===== config.mk =====
export PLATFORM = sky130hd
export DESIGN_NAME = can_tx_frame_loader
export DESIGN_NICKNAME = d
export VERILOG_FILES = /design/src/rtl/can_pkg.sv /design/src/rtl/can_frame_unpack.sv /design/src/rtl/can_tx_frame_loader.sv
export SDC_FILE = /design/constraint.sdc
export NUM_CORES = 1
export LEC_CHECK = 0
export BUFFER_PORTS_ARGS = -buffer_cell sky130_fd_sc_hd__buf_2
export CAP_MARGIN = 20
export CELL_PAD_IN_SITES_DETAIL_PLACEMENT = 0
export CELL_PAD_IN_SITES_GLOBAL_PLACEMENT = 1
export CORE_MARGIN = 5
export CORE_UTILIZATION = 35
export CTS_CLUSTER_DIAMETER = 60
export CTS_CLUSTER_SIZE = 40
export DETAILED_ROUTE_END_ITERATION = 16
export GPL_ROUTABILITY_DRIVEN = 0
export PLACE_DENSITY_LB_ADDON = 0.1
export SETUP_SLACK_MARGIN = 0.02
export SYNTH_ARGS = -nofsm -noshare
export SYNTH_HDL_FRONTEND = slang
export SYNTH_SLANG_ARGS = --single-unit

===== constraint.sdc =====
create_clock -name i_sys_clk -period 2.29 [get_ports i_sys_clk]
set_input_delay 0 -clock i_sys_clk [delete_from_list [all_inputs] [get_ports i_sys_clk]]
set_output_delay 0 -clock i_sys_clk [all_outputs]
set_load 0.01 [all_outputs]

===== src/rtl/can_pkg.sv =====
// Shared CAN frame layout and TX loader state encoding.
// The 128-bit queued frame word holds the header fields in its upper half and the payload below.
package can_pkg;

  localparam int CAN_FRAME_W = 128;

  localparam int ID_MSB   = 127;
  localparam int ID_LSB   = 99;
  localparam int IDE_BIT  = 98;
  localparam int RTR_BIT  = 97;
  localparam int DLC_MSB  = 96;
  localparam int DLC_LSB  = 93;
  localparam int RSVD_MSB = 92;
  localparam int RSVD_LSB = 64;
  localparam int DATA_MSB = 63;
  localparam int DATA_LSB = 0;

  localparam int ID_W   = ID_MSB - ID_LSB + 1;
  localparam int DLC_W  = DLC_MSB - DLC_LSB + 1;
  localparam int DATA_W = DATA_MSB - DATA_LSB + 1;
  localparam int BC_W   = 4;

  // DLC codes 9..15 still carry only eight payload bytes on classic CAN.
  localparam logic [BC_W-1:0] MAX_PAYLOAD = 4'd8;

  typedef enum logic [1:0] {
    ST_IDLE    = 2'd0,
    ST_PRESENT = 2'd1,
    ST_BUSY    = 2'd2,
    ST_BACKOFF = 2'd3
  } loader_state_t;

endpackage


===== src/rtl/can_frame_unpack.sv =====
// Combinational split of a queued 128-bit frame word into transmitter fields.
// Shared with the RX side, so it carries no state of its own.
module can_frame_unpack
  import can_pkg::*;
(
  input  logic [CAN_FRAME_W-1:0] frame,
  output logic [ID_W-1:0]        id,
  output logic                   ide,
  output logic                   rtr,
  output logic [DLC_W-1:0]       dlc,
  output logic [BC_W-1:0]        byte_count,
  output logic [DATA_W-1:0]      data
);

  logic unused_reserved;

  assign id   = frame[ID_MSB:ID_LSB];
  assign ide  = frame[IDE_BIT];
  assign rtr  = frame[RTR_BIT];
  assign dlc  = frame[DLC_MSB:DLC_LSB];
  assign data = frame[DATA_MSB:DATA_LSB];

  assign unused_reserved = ^frame[RSVD_MSB:RSVD_LSB];

  // Remote frames carry no payload regardless of the DLC they advertise.
  always_comb begin
    byte_count = '0;
    if (!rtr) begin
      byte_count = (dlc > MAX_PAYLOAD) ? MAX_PAYLOAD : dlc;
    end
  end

endmodule


===== src/rtl/can_tx_frame_loader.sv =====
// Pops queued TX frames, presents them to the CAN bit-stream transmitter and tracks the outcome:
// unlimited re-presentation after arbitration loss, bounded retries after errors, drop on bus-off.
module can_tx_frame_loader
  import can_pkg::*;
#(
  parameter int  MAX_RETRIES = 8,
  parameter int  RETRY_GAP   = 16,
  localparam int RW = (MAX_RETRIES > 0) ? $clog2(MAX_RETRIES + 1) : 1,
  localparam int GW = (RETRY_GAP > 1) ? $clog2(RETRY_GAP) : 1
) (
  input  logic                   i_sys_clk,
  input  logic                   i_reset_n,
  input  logic                   i_tx_en,
  input  logic                   i_fifo_empty,
  input  logic [CAN_FRAME_W-1:0] i_fifo_r_data,
  output logic                   o_fifo_r_en,
  output logic                   o_tx_valid,
  input  logic                   i_tx_ready,
  output logic [ID_W-1:0]        o_tx_id,
  output logic                   o_tx_ide,
  output logic                   o_tx_rtr,
  output logic [DLC_W-1:0]       o_tx_dlc,
  output logic [BC_W-1:0]        o_tx_byte_count,
  output logic [DATA_W-1:0]      o_tx_data,
  input  logic                   i_tx_done,
  input  logic                   i_tx_arb_lost,
  input  logic                   i_tx_error,
  input  logic                   i_bus_off,
  output logic                   o_tx_complete,
  output logic                   o_tx_abort,
  output logic [RW-1:0]          o_retry_cnt,
  output logic                   o_busy,
  output loader_state_t          o_dbg_state
);

  loader_state_t          state_q, state_d;
  logic [CAN_FRAME_W-1:0] frame_q, frame_d;
  logic [RW-1:0]          retry_q, retry_d;
  logic [GW-1:0]          gap_q, gap_d;
  logic                   complete_q, complete_d;
  logic                   abort_q, abort_d;
  logic                   run_q;
  logic                   fetch_ok;
  logic                   pop;

  // run_q keeps the pop strobe low until the first clock after reset release; the held
  // complete/abort pulse defers the next pop by one cycle after an outcome.
  assign fetch_ok = run_q && i_tx_en && !i_fifo_empty && !i_bus_off && !complete_q && !abort_q;

  always_ff @(posedge i_sys_clk or negedge i_reset_n) begin
    if (!i_reset_n) begin
      state_q    <= ST_IDLE;
      frame_q    <= '0;
      retry_q    <= '0;
      gap_q      <= '0;
      complete_q <= 1'b0;
      abort_q    <= 1'b0;
      run_q      <= 1'b0;
    end else begin
      state_q    <= state_d;
      frame_q    <= frame_d;
      retry_q    <= retry_d;
      gap_q      <= gap_d;
      complete_q <= complete_d;
      abort_q    <= abort_d;
      run_q      <= 1'b1;
    end
  end

  // Handshake: o_tx_valid rises only in PRESENT and the fields stay frozen until the cycle
  // where o_tx_valid && i_tx_ready; the frame then counts as accepted and valid drops next cycle.
  always_comb begin
    state_d    = state_q;
    frame_d    = frame_q;
    retry_d    = retry_q;
    gap_d      = gap_q;
    complete_d = 1'b0;
    abort_d    = 1'b0;
    pop        = 1'b0;

    if (state_q != ST_IDLE && i_bus_off) begin
      abort_d = 1'b1;
      state_d = ST_IDLE;
    end else begin
      unique case (state_q)
        ST_IDLE: begin
          if (fetch_ok) begin
            pop     = 1'b1;
            frame_d = i_fifo_r_data;
            retry_d = '0;
            state_d = ST_PRESENT;
          end
        end
        ST_PRESENT: begin
          if (i_tx_ready) begin
            state_d = ST_BUSY;
          end
        end
        ST_BUSY: begin
          if (i_tx_done) begin
            complete_d = 1'b1;
            state_d    = ST_IDLE;
          end else if (i_tx_error) begin
            if (retry_q == RW'(MAX_RETRIES)) begin
              abort_d = 1'b1;
              state_d = ST_IDLE;
            end else begin
              retry_d = retry_q + RW'(1);
              gap_d   = GW'(RETRY_GAP - 1);
              state_d = ST_BACKOFF;
            end
          end else if (i_tx_arb_lost) begin
            state_d = ST_PRESENT;
          end
        end
        ST_BACKOFF: begin
          if (gap_q == '0) begin
            state_d = ST_PRESENT;
          end else begin
            gap_d = gap_q - GW'(1);
          end
        end
        default: state_d = ST_IDLE;
      endcase
    end
  end

  can_frame_unpack u_unpack (
    .frame      (frame_q),
    .id         (o_tx_id),
    .ide        (o_tx_ide),
    .rtr        (o_tx_rtr),
    .dlc        (o_tx_dlc),
    .byte_count (o_tx_byte_count),
    .data       (o_tx_data)
  );

  assign o_fifo_r_en   = pop;
  assign o_tx_valid    = (state_q == ST_PRESENT);
  assign o_busy        = (state_q != ST_IDLE);
  assign o_tx_complete = complete_q;
  assign o_tx_abort    = abort_q;
  assign o_retry_cnt   = retry_q;
  assign o_dbg_state   = state_q;

endmodule


== After elaboration in Yosys (flattened, before gate mapping) ==
Cells that the tools add are included.

* Logic and storage cells: 75
* Output and inout port bits: 114
* Register bits after elaboration: 141

* $lt $le $gt $ge: 1
* Bitwise logic cells: 1
* Equality and inequality tests: 13
* Reductions and logical operators: 19
* Multiplexer cells: 32
* Add/sub/neg operators: 2

{| class="wikitable"
|+ Operators by type and width
! cell !! count
|-
| 2-to-1 mux 4 bit || 10
|-
| 2-to-1 mux 2 bit || 8
|-
| one-hot mux 4 bit (2 select lines) || 2
|-
| AND reduction 6 bit || 2
|-
| 2-to-1 mux 1 bit || 11
|-
| != test 2 bit (second input constant) || 5
|-
| one-hot mux 2 bit (4 select lines) || 1
|-
| logical AND 1 bit || 6
|-
| != test 3 bit (second input constant) || 2
|-
| nonzero test 2 bit || 3
|-
| != test 5 bit (second input constant) || 1
|-
| adder 4 x 1 -> 4 bit (second input constant) || 1
|-
| == test 2 bit (second input constant) || 2
|-
| == test 4 bit (second input constant) || 1
|-
| > comparator 4 bit (second input constant) || 1
|-
| logical NOT 1 bit || 4
|-
| logical NOT 4 bit || 1
|-
| AND reduction 4 bit || 1
|-
| subtractor 4 x 1 -> 4 bit (second input constant) || 1
|-
| != test 3 x 1 -> 1 bit (second input constant) || 1
|-
| AND reduction 3 bit || 1
|-
| == test 2 x 1 -> 1 bit (second input constant) || 1
|-
| logical NOT 2 bit || 1
|-
| NOT 1 bit || 1
|}

== Depth between registers and ports, before layout ==
Gate-level depths: netlist of run 1.

* Depth in word-level cells: 8
* Depth in mapped cells: 7

== By module ==
From an unflattened synthesis of run 1, not the netlist that was laid out.

* Cell total of the unflattened synthesis: 471
* Area, all modules: 7,004.2 sq um

{| class="wikitable"
|+ By module, submodules not included
! module !! seq. area each (sq um) !! instances !! cells each !! area each (sq um)
|-
| can_tx_frame_loader || 3,528.4 || 1 || 368 || 6,232.2
|-
| can_frame_unpack || 0.0 || 1 || 103 || 772.0
|}

== Least setup slack after synthesis of run 1 ==
No wires, ideal clock.

* Path kind: reg-to-reg
* Start point: register state_q[0] (netlist: o_dbg_state[0])
* End point: register gap_q[0]
* Slack: 0.508 ns
* Library setup time: 0.125 ns
* Period minus slack after synthesis: 1.782 ns
* Data arrival time: 1.657 ns
* Data required time: 2.165 ns
* Stages on the path, launching flop included: 8
* Buffers on the path: 1
* Cell sequence: dfrtp_1 > inv_1 > ha_1 > or2b_1 > buf_4 > o21ai_2 > a211o_1 > mux2_2

* Longest elaborated chain between the ends: 4

{| class="wikitable"
|+ RTL lines
! item !! line !! text
|-
| from (decl) || can_tx_frame_loader.sv:36 || <nowiki>loader_state_t state_q, state_d;</nowiki>
|-
| from (signal assigned) || can_tx_frame_loader.sv:60 || <nowiki>state_q <= state_d;</nowiki>
|-
| branches (longest 4 deep; another with AND reduction 6 bit) || - ||
|-
| to (signal assigned) || can_tx_frame_loader.sv:63 || <nowiki>gap_q <= gap_d;</nowiki>
|-
| to (decl) || can_tx_frame_loader.sv:39 || <nowiki>logic [GW-1:0] gap_q, gap_d;</nowiki>
|}

Several ways; the timed one is not identified.
A chain may end at the register's enable or synchronous reset.

== Final worst setup path of run 1 ==
* Start point: register state_q[0] (netlist: o_dbg_state[0])
* End point: register frame_q[22]

* Longest elaborated chain between the ends: 4

{| class="wikitable"
|+ RTL lines
! item !! line !! text
|-
| nonzero test 2 bit || can_tx_frame_loader.sv:81 || <nowiki>if (state_q != ST_IDLE && i_bus_off) begin</nowiki>
|-
| logical AND 1 bit || can_tx_frame_loader.sv:81 ||
|-
| NOT 1 bit (no source line) || - ||
|-
| AND reduction 3 bit (no source line) * || - ||
|-
| to (signal assigned) || can_tx_frame_loader.sv:61 || <nowiki>frame_q <= frame_d;</nowiki>
|-
| to (decl) || can_tx_frame_loader.sv:37 || <nowiki>logic [CAN_FRAME_W-1:0] frame_q, frame_d;</nowiki>
|}

Mark *: on every way between the ends. The rest lies on a longest branch, timed or not.

==> flow_summary.json, run 1 <==
{
  "total_power_mw": 8.435,
  "num_vias": 3632,
  "synth-seq-cells": 112,
  "worstHoldStart": "i_tx_done",
  "crit_chain": "inv_1, ha_1, and3_4, buf_12, mux2_2",
  "irDropWorstVdd_uv": 539.7,
  "cap_violations": 0,
  "start_util_pct": 35.73,
  "rsz0062_at_grt": "false",
  "r2r-end": "frame_q[22]",
  "crit_path_end_kind": "flop",
  "seqPwrFrac_pct": 40.6,
  "pwr-share-clk_pct": 19.5,
  "slowest_delay_ns": 0.43,
  "finalHoldViolCount": 0,
  "synth_fa_ha_area_share_pct": 1.844,
  "synth-xor-area-share_pct": 0,
  "post_cts_buffers": 0,
  "drive_above_1_share_pct": 54.46,
  "die_width_um": 126.5,
  "synth_edf_count": 0,
  "drc": 0,
  "routed_via_density": 4.451,
  "synth-compound-area-share_pct": 3.397,
  "reg2reg_depth": 5,
  "io_pins": 251,
  "syn_area_per_cell_um2": 15.68,
  "cts_buffer_depth": 2,
  "min_path_type": "input port to flop",
  "route.detailed.wl_per_inst_um": 15.44,
  "global_route.usage.total_pct": 15.86,
  "drt_pre_antenna_iters": 4,
  "core_um2": 13300,
  "synthArstFlopShare_pct": 100.0,
  "cts-root-buf": "clkbuf_16",
  "routed_wl_um": 12600,
  "synth_top_family_by_area": "multiplexers",
  "clkLatencyLatePin_ns": 0.35,
  "crit_required_ns": 2.52,
  "yosys_warnings": 0,
  "fin_nets": 778,
  "port_buffers": 221,
  "cp_max_fo": 36,
  "yosysSeqAreaShare_pct": 58.99,
  "worst_pin_slew_ns": 0.8371,
  "hpwl_um": 8833,
  "period_needed_ns": 1.965,
  "postRouteAntennaNets": 0,
  "drt_iter0_drc": 93,
  "dp_slack_ns": 0.3275,
  "setup_tns_ns": 0,
  "critPathSlowestCell": "dfrtp_1",
  "finClkSkew_ns": 0.005731,
  "synth_ff_type": "dfrtp_1",
  "critical_path_arrival_ns": 2.19,
  "r2r_setup_slack_ns": 0.32,
  "cts_max_level": 3,
  "p_leak_nw": 3.589,
  "holdWs_ns": 0.03243,
  "final_util_pct": 55.01,
  "combPwrFrac_pct": 39.8,
  "cts_buffers": 9,
  "start_kind": "flop",
  "grt_max_degree": 65,
  "syn_inst": 303,
  "fmaxAchievable_mhz": 508.8,
  "worstSetupStartpoint": "o_dbg_state[0]",
  "row_count": 42,
  "r2r-start": "o_dbg_state[0]",
  "synthesis.nets": 447,
  "syn2layout_area_growth_pct": 53.94,
  "maxSlewViolCount": 0,
  "grt_pass1_wl_um": 20270,
  "grt_pass1_vias": 3953,
  "finalCritPeriodShare_pct": 85.82,
  "synthSimpleGateAreaFrac_pct": 4.662,
  "fp.dieH_um": 126.5,
  "die-area_um2": 16000,
  "cts_tree": "yes",
  "intPower_mw": 5.676,
  "clock-sinks": 112,
  "p_sw_share_pct": 32.71,
  "syn_area_um2": 4751,
  "finalSetupViolCount": 0,
  "power.density_nw_per_um2": 1153,
  "synth_cell_types": 39,
  "fin_ws_ns": 0.3246,
  "path_class": "flop to flop",
  "antenna_found_initial": 1,
  "muxShareOfSynthArea_pct": 25.28,
  "p_sw_mw": 2.759,
  "grt-ovfl-total": 0,
  "path_clk_slew_ns": 0.07,
  "endpoint": "frame_q[22]",
  "slew_headroom_pct": 44.20,
  "outcome": "finished, final reports clean",
  "ctsResizeCount": 0
}
==> cells in the mapped netlist, types with 2 or more instances <==
cell type  count  area, um^2
buf_12        11       220.2
nor2_1         3       11.26
ha_1           7       87.58
nand4_1        5       31.28
inv_1         11       41.29
o32ai_1        2       17.52
a21oi_1        4       20.02
and2_1         3       18.77
dfrtp_1      112        2803
nand2_1        6       22.52
or4b_1         2       20.02
o21ai_0        4       20.02
a31oi_1        2       12.51
a211o_1        2       17.52
nand3_1        5       25.02
o211ai_1       2       15.01
mux2_4        17       255.2
mux2_2        84       945.9
==> power by group through the flow <==
stage | combinational [mW] | clock [mW] | sequential, mW
after floorplan | 1.36 | 0 | 3.90
after global placement | 3.23 | 0 | 3.42
after detailed placement | 3.27 | 0 | 3.47
after CTS | 3.42 | 1.73 | 3.43
after global routing | 3.63 | 1.80 | 3.56
final | 3.36 | 1.65 | 3.43
==> per-layer routing <==
layer  wire (um)  vias up  track usage (%)  part of all wire, %
met5           0        -                0                    0
met4         282        0            5.489                  2.2
met3         800       19            4.624                  6.4
met2        6575      128            27.99                   52
met1        4937     1743            18.37                   39
li1            -     1742                -                    -
==> how the worst min path moves through the flow <==
stage               depth (start not counted)  slack [ns]             end
detailed placement                          1        0.16     frame_q[42]
floorplan                                   0       -0.30      frame_q[0]
CTS                                         4       0.002  o_dbg_state[0]
global placement                            1        0.15     frame_q[42]
global route                                4        0.06  o_dbg_state[0]
finish                                      4        0.03  o_dbg_state[0]
==> registers in the layout, indices dropped and copies added, names as in the netlist <==
| name | cells |
|---|---|
| frame_q | 99 |
| gap_q | 4 |
| o_dbg_state | 2 |
| o_retry_cnt | 4 |
| o_tx_abort | 1 |
| o_tx_complete | 1 |
| run_q | 1 |
==> timing repair <==
| action | CTS | global route |
|---|---|---|
| endpoints found under the setup margin | 0 | 0 |
| endpoints found under the hold margin | 161 | 0 |
| hold buffers | 103 | 0 |
==> worst max-delay path, delay by kind of cell (launching register included) <==
family                     cells  cell delay [ns]
muxes                          1             0.37
adders and majority gates      1             0.26
DFF                            1             0.43
buffers and inverters          2             0.37
and+or+nand+nor                1             0.39
==> cells in the final DEF (no fill, tap or decap), types with 6 or more instances in the layout <==
cell and count:
ha_1 7, clkbuf_16 9, nand2_1 6, buf_2 220
buf_4 6, mux2_4 17, inv_1 11, dfrtp_1 112
mux2_2 84, dlygate4sd3_1 103
==> metrics by stage <==
stage,cells,area [um^2]
detailed placement,696,5966
global placement,696,5966
finish,816,7313
global route,816,7313
CTS,815,7311
floorplan,303,4751
==> cell families (layout without fill, tap and decap cells) <==
logic type	after synthesis	after routing
adders and majority gates	7	7
buffers and inverters	24	360
muxes	101	101
other	1	2
AOI/OAI and AO/OA	23	23
DFF	112	112
and+or+nand+nor	35	35
==> cell type report <==
type	instances	area, um^2
multi-input cells	167	1675
clock inverters	5	81.33
flip-flops and latches	112	2803
diodes	1	2.502
clock buffers	11	232.7
inverters	11	41.29
repair buffers	333	2257
well taps	176	220.2
fillers	1134	5982
(Power assumes the default switching activity.)
==> run 2: changes to the inputs <==
--- a/config.mk
+++ b/config.mk
@@ -16,6 +16,7 @@
 export DETAILED_ROUTE_END_ITERATION = 16
 export GPL_ROUTABILITY_DRIVEN = 0
 export PLACE_DENSITY_LB_ADDON = 0.1
+export RECOVER_POWER = 100
 export SETUP_SLACK_MARGIN = 0.02
 export SYNTH_ARGS = -nofsm -noshare
 export SYNTH_HDL_FRONTEND = slang
==> run 2 against run 1 <==
The run now ends with capacitance limit, slew limit left. Critical path depth is the same. Register-to-register slack worse by 0.09 ns. Critical endpoint unchanged. Via count shrank 0.55%. Fmax down 4.2%. Final cell count did not move. Die area stayed put. Clock skew about the same. Largest cell class unchanged. Worst setup slack worse by 0.086 ns. Worst hold slack is essentially flat.
==> flow_summary.json, run 2 (same netlist as run 1, synthesis figures left out) <==
{
  "total_power_mw": 8.093,
  "layout_commonest_cell": "clkbuf_1",
  "fmaxAchievable_mhz": 487.6,
  "largest_register": "frame_q",
  "clkLatencyLatePin_ns": 0.35,
  "final_cell_mix": "116 x clkbuf_1, 112 x dfrtp_1, 108 x buf_2",
  "setup_tns_ns": 0,
  "core_um2": 13300,
  "routed_via_density": 4.426,
  "fin_nets": 778,
  "dp_slack_ns": 0.3275,
  "grt_max_degree": 65,
  "outcome": "complete, but fails checks",
  "grt-ovfl-total": 0,
  "fp.dieH_um": 126.5,
  "irDropWorstVdd_uv": 520.2,
  "finalSetupViolCount": 0,
  "path_class": "flop to flop",
  "maxSlewViolCount": 64,
  "drc": 0,
  "cap_violations": 1,
  "rsz0062_at_grt": "false",
  "drt_pre_antenna_iters": 4,
  "final_cell_area_um2": 7099,
  "cts_buffer_depth": 2,
  "reg2reg_depth": 5,
  "violations": "capacitance limit, slew limit",
  "crit_required_ns": 2.52,
  "cts_tree": "yes",
  "crit_buf_inv": 2,
  "postRouteAntennaNets": 0,
  "holdWs_ns": 0.03193,
  "worst_pin_slew_ns": 1.624,
  "finalCritPeriodShare_pct": 89.56,
  "critPathSlowestCell": "dfrtp_1",
  "critical_path_arrival_ns": 2.28,
  "global_route.usage.total_pct": 15.86,
  "die_width_um": 126.5,
  "syn2layout_area_growth_pct": 49.43,
  "route.detailed.wl_per_inst_um": 15.42,
  "path_delay_family": "buffers and inverters",
  "drt_iter0_drc": 121,
  "ctsResizeCount": 0,
  "fin_ws_ns": 0.2390,
  "slew_headroom_pct": -8.287,
  "cts_max_level": 3,
  "min_path_type": "input port to flop",
  "largest_register_ffs": 99,
  "start_util_pct": 35.73,
  "slowest_delay_ns": 0.43,
  "finalHoldViolCount": 0,
  "dp_cells": 696,
  "place_area_um2": 5966,
  "antenna_found_initial": 1,
  "crit_path_end_kind": "flop",
  "die-area_um2": 16000,
  "port_buffers": 221,
  "hpwl_um": 8833,
  "fin_cells": 816,
  "p_leak_nw": 3.190,
  "finClkSkew_ns": 0.005460,
  "crit_chain": "inv_1, ha_1, and3_4, buf_6, mux2_2",
  "routed_wl_um": 12580,
  "drive_above_1_share_pct": 34.43,
  "io_pins": 251,
  "holdPathStages": 4,
  "final_util_pct": 53.40,
  "cts-root-buf": "clkbuf_16",
  "row_count": 42,
  "cp_max_fo": 36,
  "cts_buffers": 9,
  "num_vias": 3612,
  "clock-sinks": 112,
  "grt_pass1_wl_um": 20270,
  "power.density_nw_per_um2": 1140,
  "start_kind": "flop",
  "path_clk_slew_ns": 0.07,
  "period_needed_ns": 2.051,
  "grt_pass1_vias": 3953,
  "crit_cells": 5
}
==> run 2: cell types whose count changed in the layout (fill, tap and decap cells not counted), sizes merged <==
cell | before | now
buf | 230 | 114
clkbuf | 11 | 127
==> run 2: layout make-up <==
type	count	area, um^2
Tap cell	176	220.2
Clock inverter	5	81.33
Sequential cell	112	2803
Inverter	11	41.29
Clock buffer	11	232.7
Timing Repair Buffer	333	2096
Fill cell	1216	6196
Antenna cell	1	2.502
Multi-Input combinational cell	167	1623
==> run 2: final timing paths <==
| path | from | to | slack (ns) |
|---|---|---|---|
| max in group asynchronous | i_reset_n | frame_q[20] | 0.50 |
| min in group asynchronous | i_reset_n | frame_q[42] | 0.60 |
| hold reg to reg | frame_q[106] | frame_q[106] | 0.48 |
| hold / removal | i_tx_done | o_dbg_state[0] | 0.03 |
| setup reg to reg | o_dbg_state[0] | frame_q[22] | 0.24 |
| setup / recovery | o_dbg_state[0] | frame_q[22] | 0.24 |
==> run 2: where the power goes <==
part           total (mW)  switching, mW  leakage [nW]  internal, mW
clock network        1.65          0.691         0.150         0.960
logic                2.99           1.57          1.68          1.42
registers            3.45          0.520          1.36          2.93
total                8.09           2.78          3.19          5.31
==> run 2: worst reg2reg max path: cells and delay by family, from the launching register on <==
kind / cells / cell delay (ns)
adders and majority gates: 1 / 0.27
buffers and inverters: 2 / 0.45
and+or+nand+nor: 1 / 0.38
muxes: 1 / 0.40
DFF: 1 / 0.43
==> run 2: per-layer routing <==
metal | GRT usage [%] | wire length [um] | vias up
met4 | 5.489 | 272 | 0
met5 | 0 | 0 | -
met2 | 27.99 | 6512 | 118
li1 | - | - | 1745
met1 | 18.37 | 5036 | 1731
met3 | 4.624 | 762 | 18
==> run 2: timing repair <==
item / 4_1_cts / 5_1_grt
hold endpoints to repair: 161 / 0
hold buffers: 103 / 0
buffers inserted: 0 / 0
